**config.mk**
```make
export PLATFORM = sky130hd
export DESIGN_NAME = parity_checker_rx
export DESIGN_NICKNAME = d
export VERILOG_FILES = /design/src/rtl/parity_pkg.sv /design/src/rtl/parity_calc.sv /design/src/rtl/parity_checker_rx.sv
export SDC_FILE = /design/constraint.sdc
export NUM_CORES = 1
export LEC_CHECK = 0
export CORE_MARGIN = 5
export CORE_UTILIZATION = 52
export DETAILED_ROUTE_END_ITERATION = 10
export PLACE_DENSITY = 0.89
export SYNTH_ARGS = -nofsm -noshare
export SYNTH_HDL_FRONTEND = slang
export SYNTH_HIERARCHICAL = 1
export SYNTH_SLANG_ARGS = --single-unit
```
**constraint.sdc**
```tcl
create_clock -name clk -period 2.5 [get_ports clk]
set_input_delay 0.25 -clock clk [delete_from_list [all_inputs] [get_ports clk]]
set_output_delay 0.25 -clock clk [all_outputs]
set_load 0.01 [all_outputs]
```
**src/rtl/parity_pkg.sv**
```systemverilog
// ----------------------------------------------------------------------------
// parity_pkg : state encodings and parity-mode constants shared by the
//              parity generator and the parity checker. Rev 1.0
// ----------------------------------------------------------------------------
`default_nettype none

package parity_pkg;

  typedef enum logic [1:0] {
    IDLE   = 2'd0,
    DATA   = 2'd1,
    PARITY = 2'd2,
    DONE   = 2'd3
  } state_t;

  localparam logic PARITY_EVEN = 1'b0;
  localparam logic PARITY_ODD  = 1'b1;

endpackage

`default_nettype wire

```
**src/rtl/parity_calc.sv**
```systemverilog
// ----------------------------------------------------------------------------
// parity_calc : combinational XOR reduction, shared by both link ends so the
//               parity rule is computed identically. Rev 1.0
// ----------------------------------------------------------------------------
`default_nettype none

module parity_calc #(
  parameter int DATA_WIDTH = 8
) (
  input  logic [DATA_WIDTH-1:0] data,
  output logic                  parity
);

  assign parity = ^data;

endmodule

`default_nettype wire

```
**src/rtl/parity_checker_rx.sv**
```systemverilog
// ----------------------------------------------------------------------------
// parity_checker_rx : receives LSB-first serial frames plus a parity bit,
//                     flags parity errors and keeps a saturating count. Rev 1.0
// ----------------------------------------------------------------------------
`default_nettype none

module parity_checker_rx #(
  parameter int DATA_WIDTH    = 8,
  parameter int ERR_CNT_WIDTH = 8,
  parameter bit PARITY_ODD    = 1'b0
) (
  input  logic                     clk,
  input  logic                     rst_n,
  input  logic                     start,
  input  logic                     bit_valid,
  input  logic                     serial_in,
  output logic                     busy,
  output logic [DATA_WIDTH-1:0]    data_out,
  output logic                     data_valid,
  output logic                     parity_error,
  output logic [ERR_CNT_WIDTH-1:0] err_count
);

  import parity_pkg::*;

  localparam int                CNT_W    = (DATA_WIDTH > 1) ? $clog2(DATA_WIDTH) : 1;
  localparam logic [CNT_W-1:0]  LAST_BIT = CNT_W'(DATA_WIDTH - 1);

  state_t                  state;
  state_t                  state_next;
  logic [CNT_W-1:0]        bit_cnt;
  logic [DATA_WIDTH-1:0]   shift_reg;
  logic                    shift_parity;
  logic                    frame_err;
  logic                    take_data_bit;
  logic                    take_parity_bit;

  parity_calc #(
    .DATA_WIDTH (DATA_WIDTH)
  ) u_parity_calc (
    .data   (shift_reg),
    .parity (shift_parity)
  );

  assign take_data_bit   = (state == DATA)   && bit_valid;
  assign take_parity_bit = (state == PARITY) && bit_valid;
  assign frame_err       = shift_parity ^ serial_in ^ PARITY_ODD;

  always_ff @(posedge clk or negedge rst_n) begin
    if (!rst_n) begin
      state <= IDLE;
    end else begin
      state <= state_next;
    end
  end

  always_comb begin
    state_next = state;
    busy       = (state != IDLE);
    data_valid = (state == DONE);
    case (state)
      IDLE:    if (start) state_next = DATA;
      DATA:    if (bit_valid && (bit_cnt == LAST_BIT)) state_next = PARITY;
      PARITY:  if (bit_valid) state_next = DONE;
      DONE:    state_next = IDLE;
      default: state_next = IDLE;
    endcase
  end

  always_ff @(posedge clk or negedge rst_n) begin
    if (!rst_n) begin
      bit_cnt      <= '0;
      shift_reg    <= '0;
      data_out     <= '0;
      parity_error <= 1'b0;
      err_count    <= '0;
    end else begin
      if ((state == IDLE) && start) begin
        bit_cnt   <= '0;
        shift_reg <= '0;
      end
      if (take_data_bit) begin
        shift_reg[bit_cnt] <= serial_in;
        bit_cnt            <= bit_cnt + CNT_W'(1);
      end
      if (take_parity_bit) begin
        data_out     <= shift_reg;
        parity_error <= frame_err;
        // Counter saturates; the per-frame flag is still reported.
        if (frame_err && (err_count != '1)) begin
          err_count <= err_count + ERR_CNT_WIDTH'(1);
        end
      end
    end
  end

endmodule

`default_nettype wire

```
Yosys cells after proc, flatten, opt, wreduce, memory -nomap -nowiden

Index checks and enable logic that the tools add are counted.

Bitwise logic cells: 1
$add $sub $neg: 2
Muxes and demuxes: 11
Equal/unequal tests: 8
$lt $le $gt $ge: 2
Reduce and logical (&&, ||, !) cells: 12

Operators with widths:

| kind                | count |
|---|---|
| $mux 8              | 2 |
| $add 8x1->8 const B | 1 |
| $bwmux 8            | 1 |
| $ne 8x8->1 const B  | 1 |
| $pmux 2 s4          | 1 |
| $reduce_xor 8->1    | 1 |
| $logic_and 1x1->1   | 6 |
| $mux 2              | 3 |
| $mux 3              | 2 |
| $eq 2x2->1 const B  | 2 |
| $lt 3x4->1 const B  | 1 |
| $ne 2x2->1 const B  | 2 |
| $reduce_bool 2->1   | 2 |
| $add 3x1->3 const B | 1 |
| $demux 1 s3         | 1 |
| $eq 3x3->1 const B  | 1 |
| $ge 3x1->1 const B  | 1 |
| $reduce_and 3->1    | 1 |
| $eq 2x1->1 const B  | 1 |
| $logic_not 2->1     | 1 |
| $ne 2x1->1 const B  | 1 |
| $reduce_and 2->1    | 1 |
| $mux 1              | 1 |
| $xor 1x1->1         | 1 |

Input port bits: 5
Output and inout bits: 19
Bits in registers: 30

Longest topological paths before layout

Gate-level depths: netlist of run 1.

Depth after elaboration: 6
Mapped depth: 7
Mapped depth without buffers: 7

Hierarchy

The synthesis of run 1 kept the hierarchy.

Modules (own cells, without submodules):

| module            | instances | area each (sq um) | cells each | seq. area each (sq um) |
|---|---|---|---|---|
| parity_checker_rx | 1         | 1,465.2           | 121        | 750.7 |
| parity_calc       | 1         | 61.3              | 7          | 0.0 |

Least setup slack after synthesis of run 1

No wires, ideal clock.

Path kind: reg2reg
From: register shift_reg[0]
To: register err_count[7]
Path slack: 0.717 ns
Arrival time: 1.659 ns
Cell stages (with the launch flop): 8
Buffers on the path: 0
Cell sequence: dfrtp_1 xnor2_1 xnor2_1 xnor2_1 xor2_1 nand4_1 nor2_1 mux2_2

Word-level cells in the longest chain between the ends: 4

Ends and longest elaborated chain:

| what                             | RTL line                | source |
|---|---|---|
| start: declaration               | parity_checker_rx.sv:32 | `logic [DATA_WIDTH-1:0] shift_reg;` |
| start signal: indexed assignment | parity_checker_rx.sv:83 | `shift_reg[bit_cnt] <= serial_in;` |
| $reduce_xor 8->1                 | parity_calc.sv:14       | `assign parity = ^data;` |
| named net shift_parity           | parity_checker_rx.sv:33 | `logic shift_parity;` |
| $xor 1x1->1                      | parity_checker_rx.sv:47 | `assign frame_err = shift_parity ^ serial_in ^ PARITY_ODD;` |
| $logic_and 1x1->1                | parity_checker_rx.sv:90 | `if (frame_err && (err_count != '1)) begin` |
| $reduce_and 2->1 (no line)       | n/a                     |  |
| end signal: assignment           | parity_checker_rx.sv:91 | `err_count <= err_count + ERR_CNT_WIDTH'(1);` |
| end: declaration                 | parity_checker_rx.sv:21 | `output logic [ERR_CNT_WIDTH-1:0] err_count` |

The timed path passes the listed nets, and every way through them passes these cells.
A chain may end at the register's enable or synchronous reset.

Worst setup path after layout of run 1

From: register shift_reg[5]
To: register err_count[7]

Same word-level chain as after synthesis.

==> impl_metrics.toml, run 1 <==
[final_layout]
seqCellArea_um2 = 751
multi_input_area_um2 = 731
fin_cells = 188
fillers = 219
fin_util_pct = 65.6
fin_nets = 169
drive_above_1_share_pct = 17.2
mostFrequentLayoutCell = "dfrtp_1"
final_cell_mix = "dfrtp_1, clkdlybuf4s50_1, mux2_2"
antenna_cells = 0
area_delta_synth_final_pct = 19.6
final_area_um2 = 1830

[die]
rows = 19
die-area_um2 = 4120
die_h_um = 64.2
initial_core_util_pct = 54.9
core_um2 = 2780
io_pins = 24
die_w_um = 64.2

[place]
place_area_um2 = 1780
gp_congestion = 0.826
dpl.hpwl_mm = 2.22
placed_cells = 181
io_buffer_count = 23
pre_cts_slack_ps = 464

[worst_setup_path]
end_kind = "flop"
max_stage_delay_ps = 410
critPathTopFamily = "XOR/XNOR gates"
crit_top_cell = "xnor2_1"
crit_arrival_ps = 2290
worst_r2r_path_depth = 7
cp-start-kind = "flop"
critical_path_cell_count = 7
reg2reg_from = "shift_reg[5]$_DFF_PN0_"
crit_path_cell_trace = "xnor2_1, xnor2_1, xnor2_1, xor2_1, nand4_1, nor2_1, mux2_2"
critPathSlowestCell = "dfrtp_1"
r2r_end = "err_count[7]$_DFFE_PN0P_"
crit_fanout = 3
worstSetupPathType = "reg -> reg"
cp_num_buf_inv = 0
cp_data_required_time_ps = 2730
r2r_slack_ps = 430

[grt]
grt_remaining_overflow = 0
grt_pass1_vias = 1134
antenna_found_initial = 0
grt_max_degree = 31
grt_pass1_wl_mm = 5.29
grt_usage_pct = 16.6

[cts]
clk_pin_slew_ps = 100
ctsResizeCount = 0
cts_setup_buffers = 0
h-tree-depth = 2
numCtsBuffers = 5
clock_insertion_delay_worst_skew_ps = 330
cts.sinks = 30
ctsHoldBuffers = 0
root_buffer = "clkbuf_4"
cts_tree = "yes"
cts.path.max_buffers = 2

[sta]
finalHoldViolations = 0
rsz0062_at_grt = "no"
tns_ps = 0
slew_viol_final = 0
tightest_slew_ps = 617
hold_ws_ps = 291
setup_viol_count_final = 0
timing.final.crit_share_pct = 82.7
setup_ws_ps = 432
slew_headroom_pct = 58.9
skew_ps = 12.2
layout_min_cycle_time_ps = 2070
fmax_mhz = 484

[power_and_ir_drop]
p_leak_nw = 0.812
switching_share_pct = 37.4
p_int_mw = 1.12
vdd_drop_max_mv = 0.849
clkPwrFrac_pct = 14.7
power_density_nw_per_um2 = 980
finalPower_mw = 1.79
p_switching_mw = 0.669
sequentialPowerShare_pct = 41.3
combPwrFrac_pct = 44.0

[route]
via_count = 1131
wl_per_cell_um = 16.0
postRouteAntennaNets = 0
drc_errors = 0
drtIter0Drc = 51
vias_per_cell = 6.02
first_pass_iters = 4
drt_wl_total_mm = 3.00

[logic_synthesis]
syn_area_per_cell_um2 = 11.9
yosysSeqAreaShare_pct = 49.2
ys_seq_elements = 30
yosys_warnings = 6
synth_area_um2 = 1530
syn_inst = 128
synth_cell_types = 35
syn_nets = 140

[run]
cap_violations = 0

[outcome]
status = "finished, final reports clean"

[hold_path]
hold_class = "in -> async"
[worst max path at each step]
stage                                       from                  endpoint
after detailed placement  shift_reg[0]$_DFF_PN0_  err_count[7]$_DFFE_PN0P_
final                     shift_reg[5]$_DFF_PN0_  err_count[7]$_DFFE_PN0P_
after CTS                 shift_reg[7]$_DFF_PN0_  err_count[6]$_DFFE_PN0P_
after global placement    shift_reg[5]$_DFF_PN0_  err_count[5]$_DFFE_PN0P_
after floorplan           shift_reg[0]$_DFF_PN0_  err_count[7]$_DFFE_PN0P_
after global routing      shift_reg[7]$_DFF_PN0_  err_count[7]$_DFFE_PN0P_
[power groups by stage]
stage	Clock [mW]	Combinational (mW)	Sequential [mW]
floorplan	0	0.505	0.750
global placement	0	0.754	0.739
detailed placement	0	0.791	0.748
CTS	0.268	0.799	0.738
global route	0.298	0.868	0.759
finish	0.263	0.787	0.739
[per-layer routing]
layer	track usage, %	share of wire [%]
met5	0	0
met4	9.16	3.1
met3	6.65	5.7
met2	26.8	51
met1	18.6	40
[kinds of logic (layout without fill, tap and decap cells)]
group / count (synthesis) / count (layout) / synth area share (%)
DFF: 30 / 30 / 49.2
adders and majority gates: 7 / 7 / 5.74
and+or+nand+nor: 33 / 33 / 10.8
muxes: 13 / 13 / 9.75
AOI/OAI and AO/OA: 26 / 26 / 15.2
buffers and inverters: 8 / 37 / 2.95
xor gates and xnor gates: 11 / 11 / 6.31
[worst reg2reg max path, stage by stage, from the launching register on]
cell	delay (ps)
dfrtp_1	410
xnor2_1	240
xnor2_1	160
xnor2_1	150
xor2_1	280
nand4_1	230
nor2_1	150
mux2_2	350
[synth_stat cells]
library cell,n,area [µm²]
ha_1,7,87.6
nand3_1,5,25.0
nor2b_2,1,8.76
inv_1,6,22.5
dfrtp_1,30,751
and3_1,1,6.26
o41ai_2,1,16.3
mux2_4,1,15.0
o21ai_2,1,8.76
nand2_2,2,12.5
nand2b_1,2,12.5
o21ai_0,1,5.00
o311ai_4,1,26.3
nor3_2,1,10.0
o22ai_1,1,6.26
a21oi_1,1,5.00
o41ai_1,1,8.76
a32o_1,2,20.0
o32a_1,1,10.0
a211oi_2,1,12.5
o211ai_1,6,45.0
xor2_1,4,35.0
mux2_2,11,124
mux2i_1,1,10.0
nor2_1,8,30.0
nand2_1,9,33.8
nand4_1,2,12.5
o311ai_0,1,8.76
xnor2_1,7,61.3
o31ai_1,6,45.0
or2_0,1,6.26
a21boi_0,1,7.51
and2_2,1,7.51
a211oi_1,1,7.51
buf_6,2,22.5
[layout make-up]
class	count	area share, %
flip-flops and latches	30	41.1
repair buffers	24	13.0
multi-input cells	90	40.0
clock buffers	7	2.47
well taps	31	2.12
inverters	6	1.23
Power figures use the tool's default switching activity.
==> run 2: changes to the inputs <==
Settings changed: CORE_UTILIZATION 52 to 47, PLACE_DENSITY 0.89 to 0.85.
Clock period 2.5 ns to 1.7 ns, I/O delays scaled along.
==> impl_metrics.toml, run 2 (same netlist as run 1, synthesis figures left out) <==
[route]
via_count = 1178
drt_wl_total_mm = 3.37
drtIter0Drc = 47
wl_per_cell_um = 15.1
drc_errors = 0
first_pass_iters = 4
vias_per_cell = 5.28
postRouteAntennaNets = 0

[worst_setup_path]
critPathSlowestCell = "dfrtp_1"
cp-start-kind = "flop"
crit_arrival_ps = 2160
cp_data_required_time_ps = 1910
crit_path_cell_trace = "xor2_1, xnor2_1, xnor2_1, xor2_1, buf_4, nor2b_4, o21ai_4, mux2_4"
crit_fanout = 2
max_stage_delay_ps = 390
worstSetupPathType = "reg -> reg"
end_kind = "flop"

[power_and_ir_drop]
power_density_nw_per_um2 = 1430
vdd_drop_max_mv = 0.906
p_leak_nw = 0.945
finalPower_mw = 2.95

[cts]
cts.path.max_buffers = 2
clock_insertion_delay_worst_skew_ps = 320
cts_tree = "yes"
ctsHoldBuffers = 0
numCtsBuffers = 5
h-tree-depth = 2
cts.sinks = 30
root_buffer = "clkbuf_4"
clk_pin_slew_ps = 90

[final_layout]
final_area_um2 = 2060
drive_above_1_share_pct = 30.7
fillers = 214
mostFrequentLayoutCell = "dfrtp_1"
fin_nets = 191
antenna_cells = 0
area_delta_synth_final_pct = 35.1
final_cell_mix = "dfrtp_1, buf_4, clkdlybuf4s50_1"

[place]
gp_congestion = 0.804
place_area_um2 = 1940
dpl.hpwl_mm = 2.49
io_buffer_count = 23
pre_cts_slack_ps = -253

[hold_path]
hold_class = "in -> async"

[outcome]
status = "complete, but fails checks"
violations = "negative setup slack"

[grt]
grt_pass1_wl_mm = 5.76
grt_pass1_vias = 1248
grt_usage_pct = 17.1
grt_max_degree = 31
antenna_found_initial = 0
grt_remaining_overflow = 0

[die]
initial_core_util_pct = 49.6
io_pins = 24
die_w_um = 67.0
core_um2 = 3080
rows = 20
die-area_um2 = 4490
die_h_um = 67.0

[sta]
slew_viol_final = 0
finalHoldViolations = 0
skew_ps = 7.83
fmax_mhz = 514
rsz0062_at_grt = "yes"
layout_min_cycle_time_ps = 1950
setup_viol_count_final = 8
slew_headroom_pct = 74.8
tightest_slew_ps = 378
setup_ws_ps = -247
timing.final.crit_share_pct = 115
hold_ws_ps = 234

[run]
cap_violations = 0
-- run 2: changes by cell type in the layout (fill, tap and decap cells not counted), moves of 2 or more --
cell | previous run | this run
clkdlybuf4s50_1 | 23 | 21
nor2_1 | 8 | 6
mux2_4 | 1 | 3
mux2_2 | 11 | 9
buf_4 | 1 | 22
-- run 2: worst paths after layout --
| check | startpoint | end | slack, ps | depth (start not counted) |
|---|---|---|---|---|
| max | shift_reg[3]$_DFF_PN0_ | err_count[1]$_DFFE_PN0P_ | -250 | 8 |
| min in group clk | data_out[6]$_DFFE_PN0P_ | data_out[6]$_DFFE_PN0P_ | 510 | 1 |
| min | rst_n | bit_cnt[0]$_DFFE_PN0P_ | 230 | 2 |
| min reg2reg | data_out[6]$_DFFE_PN0P_ | data_out[6]$_DFFE_PN0P_ | 510 | 1 |
| max reg2reg | shift_reg[3]$_DFF_PN0_ | err_count[1]$_DFFE_PN0P_ | -250 | 8 |
| max in group asynchronous | rst_n | shift_reg[6]$_DFF_PN0_ | 1190 | 2 |
-- run 2: stage by stage --
step / TNS, ps / util, % / cells
finish: -1340 / 67.0 / 223
global route: -2550 / 67.0 / 223
CTS: -1560 / 65.5 / 222
detailed placement: -1410 / 62.9 / 212
global placement: -945 / 62.9 / 212
floorplan: -224 / - / 128
-- run 2: critical path: cells and delay by family (launching register included) --
kind | cells | cell delay, ps
flops | 1 | 390
xor+xnor | 4 | 760
simple gates | 1 | 170
buf+inv | 1 | 150
compound gates | 1 | 80
mux | 1 | 300
-- run 2: final cells by class --
type | count | area, µm² | share of cell area (%)
Sequential cell | 30 | 751 | 36.4
Timing Repair Buffer | 46 | 408 | 19.8
Inverter | 6 | 22.5 | 1.09
Clock buffer | 7 | 45.0 | 2.18
Multi-Input combinational cell | 90 | 781 | 37.9
Tap cell | 44 | 55.1 | 2.67
-- run 2: what timing repair did --
| action | 4_1_cts | 5_1_grt |
|---|---|---|
| pin swaps | 5 | 2 |
| setup buffers | 3 | 1 |
| endpoints found under the hold margin | 0 | 0 |
| endpoints found under the setup margin | 10 | 11 |
| resized for setup | 5 | 9 |
-- run 2: power by group --
| part | internal, mW | switching [mW] | total (mW) |
|---|---|---|---|
| clock network | 0.156 | 0.221 | 0.376 |
| logic | 0.832 | 0.709 | 1.54 |
| registers | 0.891 | 0.141 | 1.03 |
-- run 2: metal layers --
layer	part of all wire [%]	global-route usage [%]
met1	42	18.5
met2	53	31.4
met3	2.9	3.20
met4	2.3	8.61
met5	0	0
